$ cat src/rtl/oled_fill_arbiter.sv
// oled_fill_arbiter: two-requester solid-rectangle filler for the SSD1351 OLED, driving SPI at clk/2.
// Optional macro OLED_FILL_RR_EN selects round-robin tie breaking; without it req0 always wins ties.
module oled_fill_arbiter #(
    parameter int c_x_size = 128,
    parameter int c_y_size = 128,
    parameter int c_x_bits = $clog2(c_x_size),
    parameter int c_y_bits = $clog2(c_y_size)
) (
    input  logic                clk,
    input  logic                reset,
    input  logic                req0,
    input  logic                req1,
    input  logic [c_x_bits-1:0] x0_0,
    input  logic [c_x_bits-1:0] x1_0,
    input  logic [c_y_bits-1:0] y0_0,
    input  logic [c_y_bits-1:0] y1_0,
    input  logic [15:0]         color_0,
    input  logic [c_x_bits-1:0] x0_1,
    input  logic [c_x_bits-1:0] x1_1,
    input  logic [c_y_bits-1:0] y0_1,
    input  logic [c_y_bits-1:0] y1_1,
    input  logic [15:0]         color_1,
    output logic                ack0,
    output logic                ack1,
    output logic                err0,
    output logic                err1,
    output logic                done0,
    output logic                done1,
    output logic                busy,
    output logic                spi_csn,
    output logic                spi_clk,
    output logic                spi_mosi,
    output logic                spi_dc
);

    localparam logic [7:0] c_cmd_col = 8'h15;
    localparam logic [7:0] c_cmd_row = 8'h75;
    localparam logic [7:0] c_cmd_wr  = 8'h5C;

    typedef enum logic [3:0] {
        IDLE, GRANT, CMD_COL, A_C0, A_C1, CMD_ROW, A_R0, A_R1, CMD_WR, PX_HI, PX_LO, FIN
    } state_t;

    state_t state, state_next;

    logic [3:0]          cyc;
    logic [c_x_bits-1:0] x0_q, x1_q, x_cnt;
    logic [c_y_bits-1:0] y0_q, y1_q, y_cnt;
    logic [15:0]         color_q;
    logic                gnt_q;

    logic       any_req, pick1, take;
    logic       in_byte, byte_end, win_ok, last_px;
    logic [7:0] tx_byte;
    logic       tx_dc;

    assign any_req  = req0 | req1;
    // FIN arbitrates too, so a pending request is granted on the very next cycle.
    assign take     = any_req && ((state == IDLE) || (state == FIN));
    assign in_byte  = (state != IDLE) && (state != GRANT) && (state != FIN);
    assign byte_end = (cyc == 4'd15);
    assign win_ok   = (x0_q <= x1_q) && (y0_q <= y1_q);
    assign last_px  = (x_cnt == x1_q) && (y_cnt == y1_q);

`ifdef OLED_FILL_RR_EN
    logic last_gnt;

    always_ff @(posedge clk or posedge reset) begin
        if (reset)
            last_gnt <= 1'b1;
        else if (take)
            last_gnt <= pick1;
    end

    assign pick1 = req1 && (!req0 || !last_gnt);
`else
    assign pick1 = req1 && !req0;
`endif

    always_ff @(posedge clk or posedge reset) begin
        if (reset)
            state <= IDLE;
        else
            state <= state_next;
    end

    always_ff @(posedge clk or posedge reset) begin
        if (reset) begin
            cyc     <= '0;
            x0_q    <= '0;
            x1_q    <= '0;
            y0_q    <= '0;
            y1_q    <= '0;
            x_cnt   <= '0;
            y_cnt   <= '0;
            color_q <= '0;
            gnt_q   <= 1'b0;
        end else begin
            if (take) begin
                gnt_q   <= pick1;
                x0_q    <= pick1 ? x0_1 : x0_0;
                x1_q    <= pick1 ? x1_1 : x1_0;
                y0_q    <= pick1 ? y0_1 : y0_0;
                y1_q    <= pick1 ? y1_1 : y1_0;
                x_cnt   <= pick1 ? x0_1 : x0_0;
                y_cnt   <= pick1 ? y0_1 : y0_0;
                color_q <= pick1 ? color_1 : color_0;
            end
            cyc <= in_byte ? cyc + 4'd1 : 4'd0;
            // Raster walk: X wraps back to x0 and bumps Y at the end of each row.
            if ((state == PX_LO) && byte_end && !last_px) begin
                if (x_cnt == x1_q) begin
                    x_cnt <= x0_q;
                    y_cnt <= y_cnt + c_y_bits'(1);
                end else begin
                    x_cnt <= x_cnt + c_x_bits'(1);
                end
            end
        end
    end

    always_comb begin
        state_next = state;
        case (state)
            IDLE:    if (any_req) state_next = GRANT;
            GRANT:   state_next = win_ok ? CMD_COL : IDLE;
            CMD_COL: if (byte_end) state_next = A_C0;
            A_C0:    if (byte_end) state_next = A_C1;
            A_C1:    if (byte_end) state_next = CMD_ROW;
            CMD_ROW: if (byte_end) state_next = A_R0;
            A_R0:    if (byte_end) state_next = A_R1;
            A_R1:    if (byte_end) state_next = CMD_WR;
            CMD_WR:  if (byte_end) state_next = PX_HI;
            PX_HI:   if (byte_end) state_next = PX_LO;
            PX_LO:   if (byte_end) state_next = last_px ? FIN : PX_HI;
            FIN:     state_next = any_req ? GRANT : IDLE;
            default: state_next = IDLE;
        endcase
    end

    always_comb begin
        ack0     = 1'b0;
        ack1     = 1'b0;
        err0     = 1'b0;
        err1     = 1'b0;
        done0    = 1'b0;
        done1    = 1'b0;
        busy     = (state != IDLE);
        tx_byte  = 8'h00;
        tx_dc    = 1'b0;
        spi_csn  = 1'b1;
        spi_clk  = 1'b0;
        spi_mosi = 1'b0;
        spi_dc   = 1'b0;
        case (state)
            GRANT: begin
                ack0 = !gnt_q;
                ack1 = gnt_q;
                err0 = !gnt_q && !win_ok;
                err1 = gnt_q && !win_ok;
            end
            CMD_COL: tx_byte = c_cmd_col;
            A_C0:    begin tx_byte = 8'(x0_q); tx_dc = 1'b1; end
            A_C1:    begin tx_byte = 8'(x1_q); tx_dc = 1'b1; end
            CMD_ROW: tx_byte = c_cmd_row;
            A_R0:    begin tx_byte = 8'(y0_q); tx_dc = 1'b1; end
            A_R1:    begin tx_byte = 8'(y1_q); tx_dc = 1'b1; end
            CMD_WR:  tx_byte = c_cmd_wr;
            PX_HI:   begin tx_byte = color_q[15:8]; tx_dc = 1'b1; end
            PX_LO:   begin tx_byte = color_q[7:0];  tx_dc = 1'b1; end
            FIN: begin
                done0 = !gnt_q;
                done1 = gnt_q;
            end
            default: ;
        endcase
        // Each bit spans two clk cycles: low half then high half, display samples on the rise.
        if (in_byte) begin
            spi_csn  = 1'b0;
            spi_clk  = cyc[0];
            spi_mosi = tx_byte[3'd7 - cyc[3:1]];
            spi_dc   = tx_dc;
        end
    end

endmodule

$ cat config.mk
export PLATFORM = sky130hd
export DESIGN_NAME = oled_fill_arbiter
export DESIGN_NICKNAME = d
export VERILOG_FILES = /design/src/rtl/oled_fill_arbiter.sv
export SDC_FILE = /design/constraint.sdc
export NUM_CORES = 1
export LEC_CHECK = 0
export CORE_UTILIZATION = 51
export DETAILED_ROUTE_END_ITERATION = 8
export GPL_TIMING_DRIVEN = 1
export PLACE_DENSITY = 0.92
export RECOVER_POWER = 50
export SETUP_SLACK_MARGIN = 0.4
export SYNTH_ARGS = -nofsm -noshare
export SYNTH_HDL_FRONTEND = slang
export SYNTH_SLANG_ARGS = --single-unit
$ cat constraint.sdc
create_clock -name clk -period 2.4 [get_ports clk]
set_input_delay 0.24 -clock clk [delete_from_list [all_inputs] [get_ports clk]]
set_output_delay 0.24 -clock clk [all_outputs]
set_load 0.02 [all_outputs]
==> qor.yml, run 1 <==
logic_synthesis:
  synth.most_common_cell: "nand2_1"
  yosys.area.top_type: "dfrtp_1"
  synth_seq_cells: 67
  synth_cells: 567
  synth_edf_count: 0
  yosysSeqAreaShare: 0.374
  async_flop_share: 1.00
  synth_nets: 676
  synth_area_sq_um: 4480
  synth.top_cells.by_count: "nand2_1 (109), dfrtp_1 (67), nor2_1 (60), a31oi_1 (33), nand3_1 (27)"
  ys_warn_count: 0
  yosysTopAreaCellShare: 0.374
  yosysUniqueCellTypes: 56
  synth_area_leaders: "dfrtp_1 (37%), nand2_1 (9.1%), nor2_1 (5.0%)"
  synth.avg_cell_area_sq_um: 7.90
  synth_top_flop_cell: "dfrtp_1"
grt:
  grt_overflow_total: 940
  track_usage: 1.01
  grt_max_degree: 68
place:
  place_congestion: 0.940
  placed_cells: 818
  port_buffers: 102
  dpl.hpwl_microns: 11000
clock_tree:
  htree_levels: 3
  cts-root-buf: "clkbuf_8"
  cts_sinks: 67
  cts_buffers: 9
  cts.path.max_buffers: 2
run_status:
  stop_error: "[ERROR GRT-0232] Routing congestion too high. Check the congestion heatmap in the GUI."
  outcome: "did not finish"
  haltStage: "5_1_grt"
floorplanning:
  start_util: 0.537
  placementRows: 33
  die_w_microns: 95.7
  die_h_microns: 95.7
  ios: 103
timing:
  worst_endpoint: "err0"
  endpoint_type: "top-level output"
[cells by family after synthesis]
logic type,count (synthesis),share of synthesized area
flip-flops,67,0.374
XOR/XNOR,24,0.0469
buffers and inverters,59,0.0520
adder cells (fa/ha/maj),17,0.0475
AO/OA/AOI/OAI,147,0.218
AND/OR/NAND/NOR,246,0.244
multiplexers,7,0.0173
[repair_timing]
action                                  CTS
pin swaps                                22
resized for setup                       204
endpoints found under the setup margin   69
hold buffers                              0
buffers inserted                         30
gates cloned                             10
[through the flow]
step           cell area [sq um]  utilization  setup slack [ns]  TNS [ns]
2_1_floorplan               4500            -             0.340         0
3_3_place_gp                6130        0.735            -0.193    -0.364
3_5_place_dp                6130        0.735            -0.218    -0.523
4_1_cts                     7500        0.899            0.0245         0
[routing by layer]
layer,GRT usage,GRT overflow
met4,1.26,273
met5,0.321,1
met2,1.37,661
met3,0.687,3
met1,0.859,2
==> inputs of run 2 (changes only) <==
==> config.mk (replaced) <==
export PLATFORM = sky130hd
export DESIGN_NAME = oled_fill_arbiter
export DESIGN_NICKNAME = d
export VERILOG_FILES = /design/src/rtl/oled_fill_arbiter.sv
export SDC_FILE = /design/constraint.sdc
export NUM_CORES = 1
export LEC_CHECK = 0
export CORE_UTILIZATION = 40
export DETAILED_ROUTE_END_ITERATION = 8
export GPL_TIMING_DRIVEN = 1
export PLACE_DENSITY_LB_ADDON = 0.15
export RECOVER_POWER = 50
export SYNTH_ARGS = -nofsm -noshare
export SYNTH_HDL_FRONTEND = slang
export SYNTH_SLANG_ARGS = --single-unit
==> run 2 against run 1 <==
Against the previous run: the flow now finishes, with violations (capacitance limit, slew limit, setup timing); synthesized area is the same; synthesized cell count is the same.
==> qor.yml, run 2 <==
pwr:
  seq_power_share: 0.307
  p_int_mw: 4.19
  switchingPower_mw: 2.82
  combPwrFrac: 0.556
  peakVddDrop_mv: 0.491
  p_total_mw: 7.01
  leakagePower_nw: 2.93
  clkPwrFrac: 0.138
  power_density_nw_per_um2: 1070
  switching_share: 0.402
timing:
  hold-worst-slack_ns: 0.436
  final.min_clock_period_ns: 2.51
  period_share: 1.05
  clock_skew_ns: 0.0119
  rsz0062_at_grt: "yes"
  slew_violations: 68
  fin_ws_ns: -0.111
  hold_violations: 0
  clock.fmax_mhz: 398
  worst_slew_pin_slew_ns: 1.70
  finalSetupViolations: 2
  fin_tns_setup_ns: -0.206
  max_slew_margin: -0.133
clock_tree:
  cts_tree: "built"
  cts-root-buf: "clkbuf_8"
  cts_sinks: 67
  cts.path.max_buffers: 2
  cts_buffers: 9
  worst_skew_pair.late_latency_ns: 0.36
  cts_hold_buf: 0
  path_clk_slew_ns: 0.08
  htree_levels: 3
logic_synthesis:
  synth.avg_cell_area_sq_um: 7.90
  synth.most_common_cell: "nand2_1"
  synth_nets: 676
  synth_cells: 567
  ys_warn_count: 0
  synth_area_leaders: "dfrtp_1 (37%), nand2_1 (9.1%), nor2_1 (5.0%)"
  synth_area_sq_um: 4480
  synth_seq_cells: 67
  synth_edf_count: 0
  async_flop_share: 1.00
  yosys.area.top_type: "dfrtp_1"
  yosysUniqueCellTypes: 56
  synth_top_flop_cell: "dfrtp_1"
  synth.top_cells.by_count: "nand2_1 (109), dfrtp_1 (67), nor2_1 (60), a31oi_1 (33), nand3_1 (27)"
  yosysSeqAreaShare: 0.374
  yosysTopAreaCellShare: 0.374
min_path:
  min_path_cells: 3
  hp-class: "input port to flip-flop"
  hold_start: "color_1[7]"
  hold_end: "color_q[7]$_DFFE_PP0P_"
cells_and_area:
  drive_gt1_frac: 0.189
  largest-register: "color_q"
  area_delta_synth_final_pct: 46.4
  fin_area_sq_um: 6560
  n_fill_cell: 1039
  final_cells: 874
  antenna_cells: 0
  multi_input_area_sq_um: 2690
  final_cell_mix: "nand2_1 (107), clkdlybuf4s50_1 (93), buf_4 (75)"
  seqCellArea_sq_um: 1680
  nets: 839
  largest_register_ffs: 16
  final_common_cell: "nand2_1"
grt:
  grt_max_degree: 68
  track_usage: 0.268
  antenna_found_initial: 0
  grt_pass1_vias: 4719
  grt_first_pass_wirelength_microns: 23500
  grt_overflow_total: 0
drt:
  dr.first_iter.drc_count: 235
  num_vias: 4702
  firstDrtPassIters: 5
  avgRoutedWirePerCell_microns: 16.3
  wirelength_microns: 14200
  drc: 0
  vias_per_cell: 5.38
  drtAntennaViolNets: 0
job:
  max_cap_viol_count: 1
worst_setup_path:
  rr_startpoint: "state[0]$_DFFE_PP0P_"
  cp.arrival_ns: 2.27
  r2r-end: "x_cnt[1]$_DFFE_PP0P_"
  r2r_cells: 10
  crit_type: "flip-flop to output pin"
  worstSetupEndpointType: "output pin"
  cp_max_fo: 3
  r2r_slack_ns: 0.13
  required_ns: 2.16
  critPathLaunchType: "flip-flop"
floorplanning:
  placementRows: 38
  ios: 103
  die_h_microns: 108
  dieArea_sq_um: 11600
  start_util: 0.411
  die_w_microns: 108
  core_area_sq_um: 10900
place:
  dpl.hpwl_microns: 11200
  post_dp_cell_area_sq_um: 6210
  placed_cells: 854
  port_buffers: 102
  place_congestion: 0.896
run_status:
  violations: "capacitance limit, slew limit, setup timing"
  outcome: "finished, violations left"
## run 2: critical path, cell delays in order, from the launching register on
cell	delay, ns
dfrtp_1	0.39
ha_1	0.30
nor2b_1	0.13
o21ai_1	0.11
a21oi_1	0.09
a2111oi_2	0.35
a2bb2oi_1	0.18
buf_4	0.15
nor3_1	0.04
buf_4	0.16
## run 2: area by class of cell
class	instances	share of cell area
Tap cell	140	0.0267
Clock buffer	13	0.0242
Timing Repair Buffer	190	0.265
Inverter	21	0.0120
Clock inverter	2	0.00534
Sequential cell	67	0.256
Multi-Input combinational cell	441	0.410
## run 2: power groups by stage
| stage | Clock (mW) | Combinational, mW | Sequential, mW |
|---|---|---|---|
| after global placement | 0 | 3.56 | 2.16 |
| after CTS | 0.991 | 3.86 | 2.15 |
| after floorplan | 0 | 2.05 | 2.08 |
| final | 0.967 | 3.90 | 2.15 |
| after detailed placement | 0 | 3.61 | 2.16 |
| after global routing | 1.05 | 4.32 | 2.23 |
## run 2: how the worst max path moves through the flow
| stage | from | cells past startpoint | end | slack (ns) |
|---|---|---|---|---|
| after CTS | x0_q[1]$_DFFE_PP0P_ | 9 | err0 | -0.15 |
| after detailed placement | x0_q[1]$_DFFE_PP0P_ | 8 | err0 | -0.29 |
| final | x0_q[1]$_DFFE_PP0P_ | 9 | err0 | -0.11 |
| after floorplan | state[1]$_DFFE_PP0P_ | 8 | spi_mosi | 0.10 |
| after global routing | x0_q[1]$_DFFE_PP0P_ | 9 | err0 | -0.33 |
| after global placement | state[0]$_DFFE_PP0P_ | 8 | spi_mosi | -0.23 |
## run 2: metrics by stage
stage	setup slack (ns)	util
detailed placement	-0.290	0.571
finish	-0.111	0.602
global route	-0.332	0.602
floorplan	0.102	-
global placement	-0.229	0.571
CTS	-0.151	0.600
## run 2: what timing repair did
action                                  4_1_cts  5_1_grt
pin swaps                                    13        9
buffers inserted                              5        0
gates resized for setup                      43       25
endpoints found under the setup margin       12       10
gates cloned                                  0        0
## run 2: cell families (layout without fill, tap and decap cells)
kind of cell / Yosys count / in the layout / share of synthesized area
and+or+nand+nor: 246 / 246 / 0.244
AOI/OAI and AO/OA: 147 / 147 / 0.218
DFF: 67 / 67 / 0.374
buffers and inverters: 59 / 226 / 0.0520
xor gates and xnor gates: 24 / 24 / 0.0469
adders and majority gates: 17 / 17 / 0.0475
muxes: 7 / 7 / 0.0173
## run 2: layer usage
| layer | share of wire | vias to the layer above | GRT usage |
|---|---|---|---|
| met2 | 0.48 | 140 | 0.445 |
| met4 | 0.023 | 0 | 0.0949 |
| met1 | 0.45 | 2221 | 0.346 |
| li1 | - | 2320 | - |
| met5 | 0 | - | 0 |
| met3 | 0.052 | 21 | 0.0496 |
Power figures use the tool's default switching activity.
